`src/rtl/enc4x2_event.sv`:
```
// Event-capturing 4-to-2 priority encoder: latches rising edges on four request lines
// and offers each event's index downstream over a valid/ready handshake.
module enc4x2_event #(
  parameter bit PRIO_HIGH = 1'b1
) (
  input  logic       clk,
  input  logic       rst,
  input  logic [3:0] a,
  output logic [1:0] y,
  output logic       valid,
  input  logic       ready,
  output logic [3:0] pending,
  output logic       overrun
);

  logic [3:0] a_q, a_d;
  logic [3:0] pending_q, pending_d;
  logic [1:0] y_q, y_d;
  logic       valid_q, valid_d;
  logic       overrun_q, overrun_d;

  logic [3:0] rise, served, avail;

  // Last set bit in scan order wins, so scan toward the highest-priority line.
  function automatic logic [1:0] pick(input logic [3:0] v);
    logic [1:0] idx;
    idx = 2'd0;
    if (PRIO_HIGH) begin
      for (int i = 0; i < 4; i++) if (v[i]) idx = 2'(i);
    end else begin
      for (int i = 3; i >= 0; i--) if (v[i]) idx = 2'(i);
    end
    return idx;
  endfunction

  always_comb begin
    rise   = a & ~a_q;
    served = 4'b0000;
    if (valid_q && ready) served[y_q] = 1'b1;
    avail  = pending_q & ~served;

    a_d       = a;
    pending_d = avail | rise;
    overrun_d = overrun_q | (|(rise & avail));
    y_d       = y_q;
    valid_d   = valid_q;

    // Output stage sees only latched events; fresh rises arrive one edge later.
    if (!valid_q || ready) begin
      if (avail != 4'b0000) begin
        y_d     = pick(avail);
        valid_d = 1'b1;
      end else begin
        valid_d = 1'b0;
      end
    end
  end

  always_ff @(posedge clk or posedge rst) begin
    if (rst) begin
      a_q       <= 4'b0000;
      pending_q <= 4'b0000;
      y_q       <= 2'b00;
      valid_q   <= 1'b0;
      overrun_q <= 1'b0;
    end else begin
      a_q       <= a_d;
      pending_q <= pending_d;
      y_q       <= y_d;
      valid_q   <= valid_d;
      overrun_q <= overrun_d;
    end
  end

  assign y       = y_q;
  assign valid   = valid_q;
  assign pending = pending_q;
  assign overrun = overrun_q;

endmodule

```
`config.mk`:
```
export PLATFORM = sky130hd
export DESIGN_NAME = enc4x2_event
export DESIGN_NICKNAME = d
export VERILOG_FILES = /design/src/rtl/enc4x2_event.sv
export SDC_FILE = /design/constraint.sdc
export NUM_CORES = 1
export LEC_CHECK = 0
export ABC_AREA = 1
export CAP_MARGIN = 0
export CELL_PAD_IN_SITES_DETAIL_PLACEMENT = 1
export CELL_PAD_IN_SITES_GLOBAL_PLACEMENT = 1
export CORE_MARGIN = 2
export CORE_UTILIZATION = 34
export DETAILED_ROUTE_END_ITERATION = 8
export GPL_TIMING_DRIVEN = 1
export PLACE_DENSITY = 0.79
export SETUP_SLACK_MARGIN = 0.05
export SKIP_CTS_REPAIR_TIMING = 1
export SKIP_LAST_GASP = 1
export SYNTH_ARGS = -nofsm -noshare
export SYNTH_HDL_FRONTEND = slang
export SYNTH_SLANG_ARGS = --single-unit
```
`constraint.sdc`:
```
create_clock -name clk -period 2.1 [get_ports clk]
set_input_delay 0.63 -clock clk [delete_from_list [all_inputs] [get_ports clk]]
set_output_delay 0.63 -clock clk [all_outputs]
set_load 0.01 [all_outputs]
```
==> results.md <==
- Min Hold Slack: between 400 and 500 ps
- Hold crit path type: register to register
- Syn nets: 73
- Worst skew pair latency: 270 ps
- Total of max-cap violations: 0
- Worst Tran Pin Value: about 470 ps
- Place WS: about 180 ps
- Final setup violation count: 0
- Drc violations: 0
- Final WS setup: ~200 ps
- CP peak stage delay: between 500 and 600 ps
- Vias per cell: slightly below 5
- Syn Inst Count: 66
- Initial DRT Pass Iterations: 4
- Die ar.: 1913 sq um
- Tmin final: around 1900 ps
- Dpl cells: 96
- Path depth of the worst reg2reg path: 10
- CP cell instances: clkdlybuf4s50_1
- Core Region: between 1000 and 1500 sq um
- N_diodes: 0
- Worst setup SP type: register
- Ys Warns: 0
- Gpl congestion: ~0.7
- Area leader, netlist: dfrtp_1
- Clock network power share: a little under a fifth
- Period utilisation layout: between 90 and 100%
- P_int: 0.4752 mW
- Worst Setup End Kind: primary output
- Status: finished, final reports clean
- H-tree depth reported by CTS: 1
- Post-synthesis sequential area ratio: a little under three fifths
- Synthesized area per cell: a little over 8 sq um
- Initial DRC count: 6
- Crit-path leading delay family: buffers and inverters
- Critical setup path kind: register to primary output
- Largest net degree at the start of global routing: 13
- Synth top area cells: dfrtp_1, nand2_1, inv_1, nand2_2, nor2_1
- Die X: 43.74 um
- Total global-route track usage: 15.73%
- Post-DP HPWL: approximately 900 um
- Pleak: 0.3545 nW
- Core Rows: 14
- I/O pin count: 15
- Fin Clk Skew: between 4 and 5 ps
- Maximum buffer depth of the clock tree: 2
- Share of cells above drive strength 1: between 10% and 20%
- Synth Cell Area: between 500 and 600 sq um
- Unrepaired setup endpoints after global routing: no
- DR vias: just under 500
- Worst slew margin: about 68%
- First-pass GRT wire length: 2118 um
- PortBufs: 14
- Clock sinks: 12
- Root Buffer: clkbuf_4
- Psw: roughly 0.27 mW
- Sum of negative setup slack: 0 ps
- Comb pwr share: a little under two fifths
- WP depth: 1
- Pwr dens: approximately 1000 nW/um^2
- Layout Utilization: roughly half
- Initial Util: 36.05%
- Critical path required time: ~1500 ps
- CP bufs+invs: 1
- Worst vdd ir: 0.3673 mV
- Vias in the first global route: 512
- Initial antenna violation count: 0
- Max frequency: roughly 530 MHz
- Final hold viol count: 0
- Sw Share: between 30 and 40%
- Slowest-stage cell, CP: clkdlybuf4s50_1
- Avg WL per Cell: around 12 um
- Synth Register Bits: 12
- Reg clk slew, reported paths: 70 ps
- Max FO, Critical Path: 6
- Final wirelength: roughly 1200 um
- Die height: 43.74 um
- Final ANT Viol Nets: 0
- WHS Path Cells: 1
- Area share of the largest cell type after synthesis: roughly 56%
- Final Max Slew Viols: 0
- Reg power frac: a little over two fifths
- Nets: roughly 90
- Non-Filler Instances: 99
- CTS Buf Count: 3
- Area Overhead vs Synth: 34.03%
- CP arrival: ~1300 ps
- CTS tree: built
- Yosys cell types: 12
- Global route total overflow: 0
[power groups by stage]
stage / Combinational, mW / Clock (mW) / Sequential [mW]
floorplan: 0.135 / 0 / 0.337
global placement: 0.277 / 0 / 0.322
detailed placement: 0.284 / 0 / 0.325
CTS: 0.286 / 0.148 / 0.321
global route: 0.314 / 0.164 / 0.327
finish: 0.281 / 0.140 / 0.320
[worst reg2reg max path, stage by stage (launching register included)]
cell and delay [ps]:
dfrtp_1 400, nand2_2 120, inv_1 70, nand2_1 80, nand2_1 90, nand2_2 80
clkinv_1 60, nand2_2 70, nand2_2 60, nand2_1 60, nand2_1 50
[registers in the layout, indices dropped and copies added, names as in the netlist]
signal,flops
y,2
pending,4
valid,1
a_q,4
overrun,1
[logic make-up after synthesis]
group | count (synthesis) | synth area share, %
buffers and inverters | 12 | 8.391
AOI/OAI and AO/OA | 6 | 6.060
and+or+nand+nor | 36 | 29.60
DFF | 12 | 55.94
[stage by stage]
step	power (mW)	cell area [sq um]
after floorplan	0.4718	536.8
after global placement	0.5988	696.9
after detailed placement	0.6094	696.9
after CTS	0.7549	719.4
after global routing	0.8047	719.4
final	0.7417	719.4
[metal layers]
metal / up-vias / share of wire (%) / track usage, %
li1: 234 / - / -
met1: 236 / 44 / 16.98
met2: 13 / 47 / 25.88
met3: 5 / 4.4 / 2.500
met4: 0 / 4.3 / 14.55
met5: - / 0 / 0
[cell type report]
type	count	area, sq um
fill	183	769.5
sequential	12	300.3
multi-input combinational	42	191.4
timing repair buffer	14	140.1
inverter	12	45.04
clock buffer	3	22.52
tap	16	20.02
[worst paths after layout]
check                      slack, ps         end    from
hold reg to reg                  470  pending[1]  a_q[1]
setup / recovery                 200        y[1]    y[1]
max in group asynchronous       1110        y[0]     rst
setup reg to reg                 850        y[0]   valid
hold / removal                   470  pending[1]  a_q[1]
min in group asynchronous        660      a_q[0]     rst
[cell usage after synthesis]
library cell  count
nand2_1          17
clkinv_1          1
dfrtp_1          12
o21bai_1          1
nor2_2            2
nor2_1            7
nand2_2           5
o21ai_1           1
inv_1            11
o21ai_0           4
nor3_1            1
nand3_1           4
[cells in the final DEF (no fill, tap or decap), drive strengths merged]
cell and instances:
nor2 9, inv 11, o21bai 1, clkinv 1
clkbuf 3, nand3 4, nor3 1, dfrtp 12
nand2 22, clkdlybuf4s50 14, o21ai 5
Note: power is estimated with default switching activity, not from simulation.
